<file path="config.mk">
export PLATFORM = sky130hd
export DESIGN_NAME = uart_tx_buffer
export DESIGN_NICKNAME = d
export VERILOG_FILES = /design/src/rtl/uart_tx_buffer.sv
export SDC_FILE = /design/constraint.sdc
export NUM_CORES = 1
export LEC_CHECK = 0
export BUFFER_PORTS_ARGS = -buffer_cell sky130_fd_sc_hd__buf_2
export CORE_MARGIN = 3
export CORE_UTILIZATION = 30
export CTS_CLUSTER_DIAMETER = 60
export DETAILED_ROUTE_END_ITERATION = 8
export GPL_TIMING_DRIVEN = 0
export SLEW_MARGIN = 30
export SYNTH_ARGS = -nofsm -noshare
export SYNTH_HDL_FRONTEND = slang
export SYNTH_SLANG_ARGS = --single-unit
</file>
<file path="constraint.sdc">
create_clock -name clk_i -period 10.3 [get_ports clk_i]
set_clock_uncertainty 0.15 [all_clocks]
set_input_delay 2.06 -clock clk_i [delete_from_list [all_inputs] [get_ports clk_i]]
set_output_delay 2.06 -clock clk_i [all_outputs]
set_load 0.03 [all_outputs]
</file>
<file path="src/rtl/uart_tx_buffer.sv">
// Byte FIFO behind a small register-write port, drained as 8N1 UART frames on tx_o.
// The baud divisor is latched at each frame start, so BAUD writes never disturb a frame in flight.
module uart_tx_buffer #(
    parameter int CLK_DIV = 868,
    parameter int DEPTH   = 16
) (
    input  logic                    clk_i,
    input  logic                    rst_n_i,
    input  logic                    wr_valid_i,
    input  logic [3:0]              wr_addr_i,
    input  logic [31:0]             wr_data_i,
    output logic                    wr_ready_o,
    output logic                    wr_err_o,
    output logic                    tx_o,
    output logic                    busy_o,
    output logic [$clog2(DEPTH):0]  level_o,
    output logic [1:0]              dbg_state_o
);
    localparam int AW = $clog2(DEPTH);

    typedef enum logic [1:0] {IDLE, START, DATA, STOP} state_t;

    state_t      r_state;
    state_t      w_state_nxt;
    logic [7:0]  r_mem [DEPTH];
    logic [AW:0] r_wptr;
    logic [AW:0] r_rptr;
    logic        r_en;
    logic        r_err;
    logic        r_tx;
    logic [15:0] r_baud;
    logic [15:0] r_div;
    logic [15:0] r_cnt;
    logic [7:0]  r_shift;
    logic [2:0]  r_bit_idx;

    logic        w_full;
    logic        w_empty;
    logic        w_acc;
    logic        w_wr_ctrl;
    logic        w_push;
    logic        w_wr_baud;
    logic        w_unmapped;
    logic        w_flush;
    logic        w_avail;
    logic        w_bit_end;
    logic        w_pop;
    logic        w_shift;
    logic        w_tx_nxt;
    logic [15:0] w_baud_wr;
    logic        w_unused;

    // Handshake: a write takes effect on a rising edge with wr_valid_i && wr_ready_o.
    // wr_ready_o depends only on the registered pointers and drops solely when the FIFO is full.
    assign w_empty    = (r_wptr == r_rptr);
    assign w_full     = (r_wptr[AW] != r_rptr[AW]) && (r_wptr[AW-1:0] == r_rptr[AW-1:0]);
    assign w_acc      = wr_valid_i && !w_full;
    assign w_wr_ctrl  = w_acc && (wr_addr_i == 4'h0);
    assign w_wr_baud  = w_acc && (wr_addr_i == 4'h8);
    assign w_unmapped = w_acc && (wr_addr_i != 4'h0) && (wr_addr_i != 4'h4) && (wr_addr_i != 4'h8);
    assign w_flush    = w_wr_ctrl && wr_data_i[1];
    assign w_push     = w_acc && (wr_addr_i == 4'h4) && !w_flush;
    assign w_baud_wr  = (wr_data_i[15:0] < 16'd2) ? 16'd2 : wr_data_i[15:0];
    // A flush on this edge wins over handing the head byte to the serialiser.
    assign w_avail    = r_en && !w_empty && !w_flush;
    assign w_bit_end  = (r_cnt == 16'd0);
    assign w_unused   = ^wr_data_i[31:16];

    always_comb begin
        w_state_nxt = r_state;
        w_pop       = 1'b0;
        w_shift     = 1'b0;
        w_tx_nxt    = r_tx;
        case (r_state)
            IDLE: begin
                w_tx_nxt = 1'b1;
                if (w_avail) begin
                    w_pop       = 1'b1;
                    w_tx_nxt    = 1'b0;
                    w_state_nxt = START;
                end
            end
            START: begin
                if (w_bit_end) begin
                    w_tx_nxt    = r_shift[0];
                    w_shift     = 1'b1;
                    w_state_nxt = DATA;
                end
            end
            DATA: begin
                if (w_bit_end) begin
                    if (r_bit_idx == 3'd7) begin
                        w_tx_nxt    = 1'b1;
                        w_state_nxt = STOP;
                    end else begin
                        w_tx_nxt = r_shift[0];
                        w_shift  = 1'b1;
                    end
                end
            end
            STOP: begin
                if (w_bit_end) begin
                    if (w_avail) begin
                        w_pop       = 1'b1;
                        w_tx_nxt    = 1'b0;
                        w_state_nxt = START;
                    end else begin
                        w_state_nxt = IDLE;
                    end
                end
            end
            default: w_state_nxt = IDLE;
        endcase
    end

    always_ff @(posedge clk_i or negedge rst_n_i) begin
        if (!rst_n_i) begin
            r_state <= IDLE;
            r_tx    <= 1'b1;
        end else begin
            r_state <= w_state_nxt;
            r_tx    <= w_tx_nxt;
        end
    end

    always_ff @(posedge clk_i or negedge rst_n_i) begin
        if (!rst_n_i) begin
            r_wptr <= '0;
            r_rptr <= '0;
            r_en   <= 1'b1;
            r_err  <= 1'b0;
            r_baud <= 16'(CLK_DIV);
        end else begin
            r_err <= w_unmapped;
            if (w_push) r_wptr <= r_wptr + 1'b1;
            if (w_flush) begin
                r_rptr <= r_wptr;
            end else if (w_pop) begin
                r_rptr <= r_rptr + 1'b1;
            end
            if (w_wr_ctrl) r_en <= wr_data_i[0];
            if (w_wr_baud) r_baud <= w_baud_wr;
        end
    end

    always_ff @(posedge clk_i) begin
        if (w_push) r_mem[r_wptr[AW-1:0]] <= wr_data_i[7:0];
    end

    // Baud counter runs div-1 down to 0; zero marks the last cycle of the current bit.
    always_ff @(posedge clk_i or negedge rst_n_i) begin
        if (!rst_n_i) begin
            r_div     <= 16'(CLK_DIV);
            r_cnt     <= '0;
            r_shift   <= '0;
            r_bit_idx <= '0;
        end else begin
            if (w_pop) begin
                r_div     <= r_baud;
                r_cnt     <= r_baud - 16'd1;
                r_shift   <= r_mem[r_rptr[AW-1:0]];
                r_bit_idx <= '0;
            end else if (r_state != IDLE) begin
                if (w_bit_end) begin
                    r_cnt <= r_div - 16'd1;
                end else begin
                    r_cnt <= r_cnt - 16'd1;
                end
                if (w_shift) r_shift <= {1'b0, r_shift[7:1]};
                if (r_state == DATA && w_bit_end) r_bit_idx <= r_bit_idx + 3'd1;
            end
        end
    end

    assign wr_ready_o  = !w_full;
    assign wr_err_o    = r_err;
    assign tx_o        = r_tx;
    assign busy_o      = (r_state != IDLE) || !w_empty;
    assign level_o     = r_wptr - r_rptr;
    assign dbg_state_o = r_state;

endmodule

</file>
# [Word level (Yosys, flattened, before mapping)]
# Memory sizes are Yosys's and may differ from the RTL's.
# Index checks and enable logic that the tools add are counted.
[totals] ramBits=128 in_bits=39 wordCells=102 regBits=74 n_memories=1 out_inout_bits=11
[op_classes] magnitude_cmp=1 muxes=35 addsub=7 reduce_logical=30 eq_ne=17
[mem_list] memory="r_mem" words=16 word_bits=8 read_ports=1 rd_ports_with_merged_regs=0 wr=1 line="25" rtl="logic [7:0] r_mem [DEPTH];"
[op_table] cell="16-bit 2-to-1 mux" n=4
[op_table] cell="16-bit by 1-bit subtractor with 16-bit output, second input constant" n=3
[op_table] cell="8-bit 2-to-1 mux" n=3
[op_table] cell="16-bit zero test" n=1
[op_table] cell="16-bit by 2-bit less-than comparator with 1-bit output, second input constant" n=1
[op_table] cell="1-bit 2-to-1 mux" n=14
[op_table] cell="1-bit logical AND" n=13
[op_table] cell="2-bit inequality test, second input constant" n=6
[op_table] cell="5-bit by 1-bit adder with 5-bit output, second input constant" n=2
[op_table] cell="2-bit 2-to-1 mux" n=5
[op_table] cell="5-bit 2-to-1 mux" n=2
[op_table] cell="2-bit nonzero test" n=5
[op_table] cell="3-bit 2-to-1 mux" n=3
[op_table] cell="2-bit case mux with 4 select lines" n=1
[op_table] cell="5-bit equality test" n=1
[op_table] cell="5-bit AND reduction" n=1
[op_table] cell="5-bit subtractor" n=1
[op_table] cell="2-bit equality test, second input constant" n=2
[op_table] cell="4-bit by 3-bit equality test with 1-bit output, second input constant" n=1
[op_table] cell="4-bit equality test" n=1
[op_table] cell="4-bit equality test, second input constant" n=1
[op_table] cell="4-bit zero test" n=1
[op_table] cell="4-bit by 3-bit inequality test with 1-bit output, second input constant" n=1
[op_table] cell="4-bit inequality test, second input constant" n=1
[op_table] cell="12 further kinds" n=16

# [Longest topological paths before layout]
[logic_depth] word_depth=13 depth_mapped=18 depth_no_buf=14

# [Least setup slack after synthesis]
# No wires, ideal clock.
[synth_path] path_type="input to register" startpoint="in wr_addr_i[1]" endpoint="reg r_cnt[12]" setup_time_ps=82 cell_stages=15 path_buffers=3 t_required_ps=10068 arrival_time_ps=4813 path_slack_ps=5255 path_cell_list="or2_0 -> buf_2 -> a211o_1 -> nand3b_2 -> nor2_2 -> buf_2 -> buf_1 -> nor2_1 -> a21oi_1 -> ha_1 -> nand2_1 -> nor4b_1 -> o22ai_1 -> or3_1 -> a31oi_1"
[synth_between] elab_chain_len=9 word_cells_on_any_way=10 classes_between="mux (4); reduce/logical (6)"
[synth_lines] item="start: declaration" line="10" rtl="input logic [3:0] wr_addr_i,"
[synth_lines] item="4-bit zero test *" line="58" rtl="assign w_wr_ctrl = w_acc && (wr_addr_i == 4'h0);"
[synth_lines] item="1-bit logical AND *" line="58"
[synth_lines] item="1-bit logical AND *" line="61" rtl="assign w_flush = w_wr_ctrl && wr_data_i[1];"
[synth_lines] item="1-bit zero test *" line="65" rtl="assign w_avail = r_en && !w_empty && !w_flush;"
[synth_lines] item="1-bit logical AND *" line="65"
[synth_lines] item="1-bit 2-to-1 mux *" line="77, 103"
[synth_lines] item="1-bit 2-to-1 mux" line="102" rtl="if (w_bit_end) begin"
[synth_lines] item="1-bit case mux with 2 select lines *" line="74" rtl="case (r_state)"
[synth_lines] item="16-bit 2-to-1 mux / 2-bit nonzero test (equally long branches)"
[synth_lines] item="end signal: assignment" line="160" rtl="r_cnt <= r_baud - 16'd1;"
[synth_lines] item="end signal: assignment" line="165" rtl="r_cnt <= r_div - 16'd1;"
[synth_lines] item="end signal: assignment" line="167" rtl="r_cnt <= r_cnt - 16'd1;"
[synth_lines] item="end: declaration" line="33" rtl="logic [15:0] r_cnt;"
# Mark *: on every way between the ends. The rest lies on a longest branch, timed or not.
# A chain may end at the register's enable or synchronous reset.

# [Worst setup path in the final report]
[layout_path] startpoint="reg r_rptr[1]" endpoint="reg r_cnt[12]"
[layout_between] elab_chain_len=12 word_cells_on_any_way=16 classes_between="eq/ne (2); mux (4); reduce/logical (10)"
[layout_lines] item="start: declaration" line="27" rtl="logic [AW:0] r_rptr;"
[layout_lines] item="start signal: assignment" line="137" rtl="r_rptr <= r_wptr;"
[layout_lines] item="start signal: assignment" line="139" rtl="r_rptr <= r_rptr + 1'b1;"
[layout_lines] item="4-bit equality test" line="56" rtl="assign w_full = (r_wptr[AW] != r_rptr[AW]) && (r_wptr[AW-1:0] == r_rptr[AW-1:0]);"
[layout_lines] item="1-bit logical AND" line="56"
[layout_lines] item="1-bit zero test" line="57" rtl="assign w_acc = wr_valid_i && !w_full;"
[layout_lines] item="1-bit logical AND" line="57"
[layout_lines] item="1-bit logical AND" line="58"
[layout_lines] item="1-bit logical AND" line="61"
[layout_lines] item="1-bit zero test" line="65"
[layout_lines] item="1-bit logical AND *" line="65"
[layout_lines] item="1-bit 2-to-1 mux *" line="77, 103"
[layout_lines] item="1-bit 2-to-1 mux" line="102"
[layout_lines] item="1-bit case mux with 2 select lines *" line="74"
[layout_lines] item="16-bit 2-to-1 mux / 2-bit nonzero test (equally long branches)"
# Marks and branches as above.

==> flow_summary.ini <==
[status]
status = completed

[cts]
cts_buffer_depth = 3
insertion_delay_ns = 0.50
cts.hold.buffers_added = 0
clock_tree_root_driver_cell = sky130_fd_sc_hd__clkbuf_16
cts.htree.levels = 1
worst_setup_hold_path_clk_slew_ns = 0.06
tritoncts.num_buffers = 21
cts_tree = yes
post-cts-setup-buffers = 0
cts-resized-gates = 0
clock-sinks = 202

[logic_synthesis]
syn-instance-count = 670
yosysSeqAreaShare_pct = 61.7
yosysUniqueCellTypes = 72
syn-cell-area_sq_mm = 0.00926
synth_edf_count = 128
syn-mean-instance-area_sq_um = 13.8
synthesis.yosys.warnings = 0
syn_nets = 727
postSynth.asyncResetShare_pct = 36.6
synth_simple_gate_area_share_pct = 11.2
synth-xor-area-share_pct = 2.16
ys_dominant_reg_cell = sky130_fd_sc_hd__edfxtp_1
synth_top_family_by_area = multiplexers
multiplexer_share_of_the_synthesized_area_pct = 12.5
synth_adder_area_share_pct = 2.51
synth-seq-cells = 202
synth-compound-area-share_pct = 7.91

[global_route]
grt_first_pass_wirelength_um = 35400
grt_start_max_net_pins = 65
grt_overflow_total = 0
grt_util_all_layers_pct = 13.7
antenna_found_initial = 0
first_global_vias = 6101

[min_path]
hold_path.class = flip-flop to flip-flop

[sta]
worst_slew_margin_rel_pct = 34.2
grt_setup_unrepaired = false
finalMaxSlewViolations = 0
timing.final.crit_period_ns = 5.88
fmax_mhz = 170
fin_ws_ns = 4.42
post-route-period-util_pct = 57.1
worst_slew_pin_slew_ns = 0.983
timing.final.hold_violations = 0
final.setup.tns_ns = 0
timing.hold.ws_ns = 0.319
final-setup-viol-count = 0

[route]
remaining_drc_errors = 0
post_drt_via_cell_ratio = 5.20
vias = 5883
route.final.wire_length_um = 22500
met2RoutedLength_um = 10400
post_drt_wl_per_cell_um = 19.9
router_iterations_before_antenna_repair = 5
ant_nets = 0
route.met3.wl_um = 1410
drt_first_iter_violations = 431
met1Wirelength_um = 10100
top_layer_used = met4

[layout]
syn_to_final_growth_pct = 15.1
most_frequent_cells_in_the_layout = 128 x sky130_fd_sc_hd__edfxtp_1, 82 x sky130_fd_sc_hd__nand2_1, 62 x sky130_fd_sc_hd__dfrtp_1
layout-drive-gt1-share_pct = 22.7
num-nets-final = 784
n_antenna_cell = 0
mostFrequentLayoutCell = sky130_fd_sc_hd__edfxtp_1

[floorplanning]
die-area_sq_mm = 0.0330
boundary_pin_count = 50
core_sq_mm = 0.0300
die_h_um = 182
dieWidth_um = 182
floorplan.initialDensity_pct = 30.8
number_of_standard_cell_rows_in_the_floorplan = 63

[worst_setup_path]
critPathSlowestCell = sky130_fd_sc_hd__clkbuf_1
critical_path.max_fanout = 10
cp_cell_sequence = clkbuf_1, clkbuf_1, inv_1, ha_1, and4_1, a211o_1, nand3b_2, nor2_2, buf_2, buf_1, nor2_1, a21oi_1, ha_1, nand2_1, nor4b_1, o22ai_1, or3_1, a31oi_1
kind_of_start_point_of_the_critical_path = flip-flop
crit_path_max_incr_delay_ns = 0.62
setup.worst_path.class = flip-flop to flip-flop
timing.critical_path.arrival_ns = 6.14
critPathTopFamily = simple AND/OR/NAND/NOR gates
worstPathRequired_ns = 10.56
path_buf_inv = 5
endpoint_kind = flip-flop

[place]
dp_worst_setup_slack_ns = 4.11
gp_congestion = 0.866
portBuffers = 33
post_detailed_placement_half_perimeter_wirelength_um = 15300

[run]
maxCapViolCount = 0

[pwr]
max-vdd-ir-drop_mv = 0.268
cellPowerDensity_mw_per_mm2 = 203
power.leakage_nw = 3.89
-- per-stage QoR --
stage               util [%]  instance area, sq um  cells  power (mW)
floorplan                  -                  9260    670        1.26
global placement        33.0                  9910   1093        1.42
detailed placement      33.2                  9970   1094        1.42
CTS                     35.5                 10700   1131        2.19
global route            35.5                 10700   1131        2.26
finish                  35.5                 10700   1131        2.17
-- area by class of cell --
class,instances,area (sq um)
fillers,2889,19400
clock buffers,23,533
multi-input cells,422,3380
repair buffers,34,199
flip-flops and latches,202,5710
clock inverters,14,154
inverters,16,60.1
plain buffers,30,130
well taps,390,488
-- path summary, 6_finish.rpt --
path | startpoint | endpoint | slack [ns] | depth (start not counted)
min in group asynchronous | rst_n_i | r_bit_idx[0]$_DFFE_PN0P_ | 1.21 | 1
hold reg to reg | r_div[9]$_DFFE_PN1P_ | r_div[9]$_DFFE_PN1P_ | 0.32 | 2
setup reg to reg | r_rptr[1]$_DFFE_PN0P_ | r_cnt[12]$_DFFE_PN0P_ | 4.42 | 18
setup / recovery | r_rptr[1]$_DFFE_PN0P_ | r_cnt[12]$_DFFE_PN0P_ | 4.42 | 18
hold / removal | r_div[9]$_DFFE_PN1P_ | r_div[9]$_DFFE_PN1P_ | 0.32 | 2
max in group asynchronous | rst_n_i | r_baud[6]$_DFFE_PN1P_ | 8.18 | 2
-- worst reg2reg max path, stage by stage, from the launching register on --
cell and delay, ns:
sky130_fd_sc_hd__dfrtp_1 0.42, sky130_fd_sc_hd__clkbuf_1 0.38, sky130_fd_sc_hd__clkbuf_1 0.62, sky130_fd_sc_hd__inv_1 0.10, sky130_fd_sc_hd__ha_1 0.33, sky130_fd_sc_hd__and4_1 0.22
sky130_fd_sc_hd__a211o_1 0.20, sky130_fd_sc_hd__nand3b_2 0.26, sky130_fd_sc_hd__nor2_2 0.51, sky130_fd_sc_hd__buf_2 0.33, sky130_fd_sc_hd__buf_1 0.40, sky130_fd_sc_hd__nor2_1 0.11
sky130_fd_sc_hd__a21oi_1 0.15, sky130_fd_sc_hd__ha_1 0.30, sky130_fd_sc_hd__nand2_1 0.16, sky130_fd_sc_hd__nor4b_1 0.39, sky130_fd_sc_hd__o22ai_1 0.23, sky130_fd_sc_hd__or3_1 0.37
sky130_fd_sc_hd__a31oi_1 0.19
-- power breakdown --
group / switching, mW / internal (mW)
combinational: 0.276 / 0.190
sequential: 0.0353 / 0.901
clock: 0.315 / 0.451
-- registers in the layout, indices dropped and copies added (netlist names), 2 cells and up --
signal and cells:
r_mem 128, r_baud 16, r_cnt 16, r_div 16, r_shift 8, r_rptr 5, r_wptr 5, r_bit_idx 3
dbg_state_o 2
-- routing by layer --
| metal | GRT usage (%) | up-vias |
|---|---|---|
| li1 | - | 2671 |
| met1 | 19.2 | 2954 |
| met2 | 21.7 | 213 |
| met3 | 2.26 | 45 |
| met4 | 4.66 | 0 |
| met5 | 0 | - |
-- Yosys cell counts (3+ instances only) --
library cell | instances | area (sq um)
sky130_fd_sc_hd__a22oi_1 | 8 | 60.1
sky130_fd_sc_hd__nand3_1 | 12 | 60.1
sky130_fd_sc_hd__a31oi_1 | 6 | 37.5
sky130_fd_sc_hd__o21ai_0 | 27 | 135
sky130_fd_sc_hd__xnor2_1 | 12 | 105
sky130_fd_sc_hd__ha_1 | 17 | 213
sky130_fd_sc_hd__or4_1 | 4 | 30.0
sky130_fd_sc_hd__o211ai_1 | 3 | 22.5
sky130_fd_sc_hd__a21oi_1 | 22 | 110
sky130_fd_sc_hd__xor2_1 | 9 | 78.8
sky130_fd_sc_hd__and3_1 | 4 | 25.0
sky130_fd_sc_hd__clkbuf_1 | 15 | 56.3
sky130_fd_sc_hd__edfxtp_1 | 128 | 3840
sky130_fd_sc_hd__o31ai_1 | 4 | 30.0
sky130_fd_sc_hd__o22ai_1 | 3 | 18.8
sky130_fd_sc_hd__mux4_2 | 40 | 901
sky130_fd_sc_hd__mux2_2 | 15 | 169
sky130_fd_sc_hd__buf_1 | 8 | 30.0
sky130_fd_sc_hd__dfrtp_1 | 62 | 1550
sky130_fd_sc_hd__nand4_1 | 4 | 25.0
sky130_fd_sc_hd__nand2_1 | 82 | 308
sky130_fd_sc_hd__dfstp_2 | 12 | 315
sky130_fd_sc_hd__or3_1 | 5 | 31.3
sky130_fd_sc_hd__inv_1 | 15 | 56.3
sky130_fd_sc_hd__nor4_1 | 8 | 50.1
sky130_fd_sc_hd__a21o_1 | 5 | 37.5
sky130_fd_sc_hd__o221ai_1 | 4 | 35.0
sky130_fd_sc_hd__buf_2 | 6 | 30.0
sky130_fd_sc_hd__nor2_1 | 52 | 195
sky130_fd_sc_hd__mux2i_1 | 9 | 90.1
sky130_fd_sc_hd__nor3_1 | 16 | 80.1
sky130_fd_sc_hd__a22o_1 | 6 | 52.6
-- cell families after synthesis --
group           count (synthesis)
compound gates                108
simple gates                  210
buf+inv                        46
flops                         202
xor+xnor                       22
fa+ha+maj                      18
mux                            64
Power figures use the tool's default switching activity.
